==> src/rtl/iob_cache_line_refill.sv <==
// Cache line refill engine: latches the victim way on a miss and invalidates it.
// It then fetches the line word by word from the back-end and revalidates the tag.
// Finally it marks the refilled way most-recently-used in the replacement policy.
module iob_cache_line_refill #(
  parameter int N_WAYS        = 8,
  parameter int NWAYS_W       = $clog2(N_WAYS),
  parameter int NLINES_W      = 7,
  parameter int WORD_OFFSET_W = 3,
  parameter int TAG_W         = 20,
  parameter int DATA_W        = 32
) (
  input  logic                                    clk_i,
  input  logic                                    arst_n_i,
  input  logic                                    miss_req_i,
  input  logic [TAG_W-1:0]                        miss_tag_i,
  input  logic [NLINES_W-1:0]                     miss_line_i,
  input  logic [NWAYS_W-1:0]                      way_select_bin_i,
  output logic                                    busy_o,
  output logic                                    done_o,
  output logic                                    be_valid_o,
  output logic [TAG_W+NLINES_W+WORD_OFFSET_W-1:0] be_addr_o,
  input  logic                                    be_ready_i,
  input  logic                                    be_rvalid_i,
  input  logic [DATA_W-1:0]                       be_rdata_i,
  output logic [N_WAYS-1:0]                       dmem_we_o,
  output logic [NLINES_W+WORD_OFFSET_W-1:0]       dmem_addr_o,
  output logic [DATA_W-1:0]                       dmem_wdata_o,
  output logic [N_WAYS-1:0]                       tag_we_o,
  output logic [NLINES_W-1:0]                     tag_addr_o,
  output logic [TAG_W-1:0]                        tag_wdata_o,
  output logic                                    valid_wdata_o,
  output logic                                    pol_write_en_o,
  output logic [N_WAYS-1:0]                       pol_way_hit_o,
  output logic [NLINES_W-1:0]                     pol_line_addr_o
);

  localparam logic [WORD_OFFSET_W-1:0] LAST_WORD = {WORD_OFFSET_W{1'b1}};
  localparam logic [WORD_OFFSET_W-1:0] WORD_ONE  = {{(WORD_OFFSET_W-1){1'b0}}, 1'b1};
  localparam logic [N_WAYS-1:0]        ONE_WAY   = {{(N_WAYS-1){1'b0}}, 1'b1};

  typedef enum logic [2:0] {
    ST_IDLE   = 3'd0,
    ST_INVAL  = 3'd1,
    ST_REQ    = 3'd2,
    ST_WAIT   = 3'd3,
    ST_UPDATE = 3'd4
  } state_t;

  state_t                     state_r, state_s;
  logic [WORD_OFFSET_W-1:0]   word_cnt_r, word_cnt_s;
  logic [TAG_W-1:0]           tag_r, tag_s;
  logic [NLINES_W-1:0]        line_r, line_s;
  logic [NWAYS_W-1:0]         way_r, way_s;
  logic [N_WAYS-1:0]          victim_s;

  assign victim_s = ONE_WAY << way_r;

  // Address and data fields come straight from the latched request; they read 0 after reset.
  assign busy_o          = (state_r != ST_IDLE);
  assign be_addr_o       = {tag_r, line_r, word_cnt_r};
  assign dmem_addr_o     = {line_r, word_cnt_r};
  assign tag_addr_o      = line_r;
  assign tag_wdata_o     = tag_r;
  assign pol_line_addr_o = line_r;

  // State and latched-request registers.
  always_ff @(posedge clk_i or negedge arst_n_i) begin
    if (!arst_n_i) begin
      state_r    <= ST_IDLE;
      word_cnt_r <= '0;
      tag_r      <= '0;
      line_r     <= '0;
      way_r      <= '0;
    end else begin
      state_r    <= state_s;
      word_cnt_r <= word_cnt_s;
      tag_r      <= tag_s;
      line_r     <= line_s;
      way_r      <= way_s;
    end
  end

  // Next-state and strobe decode.
  always_comb begin
    state_s        = state_r;
    word_cnt_s     = word_cnt_r;
    tag_s          = tag_r;
    line_s         = line_r;
    way_s          = way_r;
    done_o         = 1'b0;
    be_valid_o     = 1'b0;
    dmem_we_o      = '0;
    dmem_wdata_o   = '0;
    tag_we_o       = '0;
    valid_wdata_o  = 1'b0;
    pol_write_en_o = 1'b0;
    pol_way_hit_o  = '0;

    case (state_r)
      ST_IDLE: begin
        if (miss_req_i) begin
          tag_s   = miss_tag_i;
          line_s  = miss_line_i;
          way_s   = way_select_bin_i;
          state_s = ST_INVAL;
        end else begin
          state_s = ST_IDLE;
        end
      end
      // Drop the victim's valid bit before any partial line data is written.
      ST_INVAL: begin
        tag_we_o   = victim_s;
        word_cnt_s = '0;
        state_s    = ST_REQ;
      end
      ST_REQ: begin
        be_valid_o = 1'b1;
        if (be_ready_i) begin
          state_s = ST_WAIT;
        end else begin
          state_s = ST_REQ;
        end
      end
      ST_WAIT: begin
        if (be_rvalid_i) begin
          dmem_we_o    = victim_s;
          dmem_wdata_o = be_rdata_i;
          if (word_cnt_r == LAST_WORD) begin
            state_s = ST_UPDATE;
          end else begin
            word_cnt_s = word_cnt_r + WORD_ONE;
            state_s    = ST_REQ;
          end
        end else begin
          state_s = ST_WAIT;
        end
      end
      ST_UPDATE: begin
        tag_we_o       = victim_s;
        valid_wdata_o  = 1'b1;
        pol_write_en_o = 1'b1;
        pol_way_hit_o  = victim_s;
        done_o         = 1'b1;
        state_s        = ST_IDLE;
      end
      default: begin
        state_s = ST_IDLE;
      end
    endcase
  end

endmodule
==> config.mk <==
export PLATFORM = sky130hd
export DESIGN_NAME = iob_cache_line_refill
export DESIGN_NICKNAME = d
export VERILOG_FILES = /design/src/rtl/iob_cache_line_refill.sv
export SDC_FILE = /design/constraint.sdc
export NUM_CORES = 1
export LEC_CHECK = 0
export ABC_AREA = 1
export BUFFER_PORTS_ARGS = -buffer_cell sky130_fd_sc_hd__buf_2
export CORE_AREA = 4 4 106 68
export DETAILED_ROUTE_END_ITERATION = 12
export DIE_AREA = 0 0 110 72
export PLACE_DENSITY = 0.8
export RECOVER_POWER = 100
export SYNTH_ARGS = -nofsm -noshare
export SYNTH_HDL_FRONTEND = slang
export SYNTH_SLANG_ARGS = --single-unit
==> constraint.sdc <==
create_clock -name clk_i -period 1.7 [get_ports clk_i]
set_clock_uncertainty 0.2 [all_clocks]
set_input_delay 0.085 -clock clk_i [delete_from_list [all_inputs] [get_ports clk_i]]
set_output_delay 0.085 -clock clk_i [all_outputs]
set_load 0.05 [all_outputs]
# Word-level counts from Yosys, hierarchy flattened
# Cells that the tools add are included.
[word_totals] regBits=36 latchBits=0 ramBits=0 rom_bits=0 inputBits=67 memories=0
[op_classes] addsub=1 multipliers=0 div_mod_pow=0 order_cmp=0 n_eq_ne=7 n_shift=1 n_mux=16 bitwise=0 reduce_logical=6
[op_table] operator="two-way mux 32 bit" count=2
[op_table] operator="two-way mux 8 bit" count=4
[op_table] operator="two-way mux 3 bit" count=4
[op_table] operator="one-hot mux 3 bit (4 select lines)" count=1
[op_table] operator="<< shifter 1 x 3 -> 8 bit, first input constant" count=1
[op_table] operator="equality test 3 x 2 -> 1 bit, second input constant" count=2
[op_table] operator="equality test 3 bit, second input constant" count=2
[op_table] operator="one-hot mux 3 bit (2 select lines)" count=1
[op_table] operator="two-way mux 1 bit" count=4
[op_table] operator="inequality test 2 bit, second input constant" count=2
[op_table] operator="adder 3 x 1 -> 3 bit, second input constant" count=1
[op_table] operator="equality test 3 x 1 -> 1 bit, second input constant" count=1
[op_table] operator="logical NOT 3 bit" count=1
[op_table] operator="AND reduction 3 bit" count=1
[op_table] operator="nonzero test 3 bit" count=1
[op_table] operator="AND reduction 2 bit" count=1
[op_table] operator="nonzero test 2 bit" count=1
[op_table] operator="OR reduction 2 bit" count=1

# Longest topological paths before layout
[depth] depth_word=4 mapped_depth=6 ltp_nobuf=6

# Worst setup path before layout
# OpenSTA, ideal clock, no wires.
[synth_path] path_kind="reg2reg" startpoint="reg state_r[2]" endpoint="reg state_r[1]" arrival_ns=1.845 required_time_ns=1.427 setup_slack_ns=-0.417 stages_incl_launch_ff=3 cell_sequence="dfrtp_1 nor3_1 nand3b_1"
[synth_between] elab_chain_cells=2
[synth_lines] element="start, declared" line_no="49" text="state_t state_r, state_s;"
[synth_lines] element="start signal, assigned" line_no="75" text="state_r <= state_s;"
[synth_lines] element="equality test 3 x 2 -> 1 bit (tied with other cells)" line_no="99" text="case (state_r)"
[synth_lines] element="one-hot mux 3 bit (4 select lines) (*)" line_no="99"
[synth_lines] element="net state_s[1]" line_no="49"
# The timed path passes the listed nets; every way through them passes the cells marked *.
# A chain may end at the register's enable or synchronous reset.

# Final worst setup path
[layout_path] startpoint="reg way_r[0]" endpoint="out pol_way_hit_o[6]"
[layout_between] elab_chain_cells=2
[layout_lines] element="start, declared" line_no="53" text="logic [NWAYS_W-1:0] way_r, way_s;"
[layout_lines] element="start signal, assigned" line_no="79" text="way_r <= way_s;"
[layout_lines] element="<< shifter 1 x 3 -> 8 bit" line_no="56" text="assign victim_s = ONE_WAY << way_r;"
[layout_lines] element="two-way mux 8 bit" line_no="99"
[layout_lines] element="end, declared" line_no="33" text="output logic [N_WAYS-1:0] pol_way_hit_o,"
# Every way passes these cells.

==> impl_metrics.ini <==
[finish]
fin_nets = 587
instances_no_fill = 606
drive_gt1_frac = 0.439
area_delta_synth_final_pct = 88.7
diodes = 0

[global_routing]
grt_max_degree = 62
grt_pass1_vias = 2551
grt_antenna_before_repair = 0
gr-total-overflow = 0
track_usage = 0.200
grt_pass1_wl_um = 12500

[synthesis]
synth_area_per_cell_um2 = 7.21
seq_area_frac_synth = 0.392
synth_top_area_frac = 0.392
synth_edf_count = 0
yosysUniqueCellTypes = 20
yosysMostFrequentCell = inv_1
syn-num-nets = 388
netlist.top_cell.by_area = dfrtp_1
yosys_warnings = 0
synthTopCellsByCount = inv_1, nor2_1, buf_4
synthTopCellsByArea = dfrtp_1, buf_4, inv_1
ys_ff_latch = 36
ys_async_sr_fraction = 1.00
syn_area_um2 = 2300
synth_flop_cell = dfrtp_1
syn_inst = 319

[detailed_routing]
avgRoutedWirePerCell_um = 16.9
routed-via-count = 2810
finalWirelength_um = 10200
drc = 0
drtIter0Drc = 234
drt_pre_antenna_iters = 4
via_per_inst = 4.64
ant_nets = 0

[clock_tree]
cts_sinks = 36
cts_buffers = 5
clk_pin_slew_worst_paths_ps = 70
clk_latency_ps = 280
cts-root-buf = clkbuf_8
ctsHtreeMaxLevel = 2
cts_tree = yes
clock_path_buffers = 2

[setup_path]
crit_end = pol_way_hit_o[6]
crit_chain = inv_1 > nand3_2 > nor2_2 > buf_6
end_kind = primary output
cp_max_fo = 6
startpoint_type = flip-flop
worst-setup-path-type = flip-flop to primary output
rr_startpoint = state_r[0]$_DFF_PN0_
critPathRequiredTime_ps = 1410
ff2ff_setup_slack_ps = -50
cp.depth = 4
crit_family = flip-flops
reg2reg_to = tag_wdata_o[1]$_DFFE_PN0P_
max_stage_delay_ps = 470
cp.arrival_ps = 1550
critPathLaunch = way_r[0]$_DFFE_PN0P_
cpMaxStageDelayCell = dfrtp_1
worstPathBufferInverterCount = 2
rr_worst_depth = 6

[timing]
slew_headroom = 0.279
fin_ws_ps = -132
hold_viol_final = 0
setup_viol = 60
finalSetupTns_ps = -4820
tightestPinTransition_ps = 1080
drv_slew = 0
period_share = 1.08
period_needed_ps = 1830
rsz0062_at_grt = yes
clock.fmax_mhz = 546

[status]
outcome = finished, violations left
violations = setup timing

[placement]
gp_congestion = 0.833
pre_cts_ws_ps = 44.0
placed_cells = 557
port_buffers = 201
dp_hpwl_um = 4910

[power_and_ir_drop]
ir_drop_mv = 1.68
power_density_nw_per_um2 = 1960
p_leak_nw = 2.15

[hold_path]
hp-class = input pin to flip-flop

[floorplan]
start_util = 0.362
rows = 23
die_h_um = 72
die_w_um = 110
die_area_um2 = 7920
core-area_um2 = 6360
io_pins = 202

[job]
drv_cap = 0
-- how the worst min path moves through the flow --
| stage | from | to | slack [ps] | cells after the start |
|---|---|---|---|---|
| final | miss_req_i | way_r[2]$_DFFE_PN0P_ | 140 | 4 |
| after global routing | miss_req_i | state_r[0]$_DFF_PN0_ | 140 | 4 |
| after CTS | be_rvalid_i | state_r[2]$_DFF_PN0_ | 20 | 3 |
| after detailed placement | arst_n_i | way_r[0]$_DFFE_PN0P_ | -140 | 1 |
| after global placement | arst_n_i | way_r[0]$_DFFE_PN0P_ | -140 | 1 |
| after floorplan | arst_n_i | pol_line_addr_o[0]$_DFFE_PN0P_ | -410 | 0 |
-- worst register-to-register path, stage by stage (launching register included) --
cell     delay, ps
dfrtp_1        410
buf_4          160
nor2_4         110
buf_4          130
nand3_2         70
buf_12         180
o21ai_0        350
-- repair_timing --
| action | 4_1_cts | 5_1_grt |
|---|---|---|
| setup buffers | 5 | 0 |
| endpoints found under the setup margin | 59 | 63 |
| hold endpoints to repair | 67 | 0 |
| gates cloned | 1 | 3 |
| hold buffers | 32 | 0 |
| resized for setup | 148 | 108 |
| pin swaps | 5 | 0 |
-- kinds of logic (layout without fill, tap and decap cells) --
logic type / count (synthesis) / after routing / share of synthesized area
AO/OA/AOI/OAI: 31 / 31 / 0.0675
adder cells (fa/ha/maj): 2 / 2 / 0.0109
buffers and inverters: 129 / 325 / 0.305
flip-flops: 36 / 36 / 0.392
AND/OR/NAND/NOR: 121 / 125 / 0.225
-- layout make-up --
cell class,count,area (um2)
sequential,36,905
timing repair buffer,244,1810
fill,515,2020
clock inverter,1,7.51
inverter,73,287
multi-input combinational,158,1130
clock buffer,7,86.3
tap,87,109
-- flip-flops by register name (all words and copies together) (netlist names) --
name and cells:
tag_wdata_o 20, pol_line_addr_o 7, state_r 3, way_r 3, word_cnt_r 3
-- cell usage in the layout (no fill, tap or decap), types with 2 or more instances in the layout --
cell and n:
clkbuf_1 76, inv_1 68, buf_2 66, buf_6 42, nand2_1 37, nor2_4 36
dfrtp_1 33, dlygate4sd3_1 32, nor2_2 24, o21ai_0 24, buf_8 20, nand3_1 8
o21ai_1 7, nand3_2 6, clkbuf_8 6, buf_4 6, nand2_8 4, nand2_4 3
inv_2 3, buf_12 3, dfrtp_2 3, nand2_2 2, nand4_1 2, ha_1 2
-- per-layer routing --
metal / share of wire / up-vias / track usage
met1: 0.34 / 1279 / 0.220
met2: 0.53 / 177 / 0.388
li1: - / 1301 / -
met3: 0.085 / 53 / 0.0498
met5: 0 / - / 0
met4: 0.045 / 0 / 0.0401
-- power breakdown --
part / internal, mW / switching [mW]
clock: 0.329 / 0.298
sequential: 1.23 / 0.408
combinational: 1.28 / 4.95
total: 2.84 / 5.66
-- stage by stage --
stage / hold slack (ps) / utilization / power (mW) / cell area (um2)
after floorplan: -411 / - / 6.44 / 2310
after global placement: -144 / 0.483 / 6.96 / 3070
after detailed placement: -141 / 0.483 / 7.02 / 3070
after CTS: 24.4 / 0.631 / 8.16 / 4020
after global routing: 137 / 0.682 / 8.90 / 4340
final: 138 / 0.682 / 8.50 / 4340
Note: power is estimated with default switching activity, not from simulation.
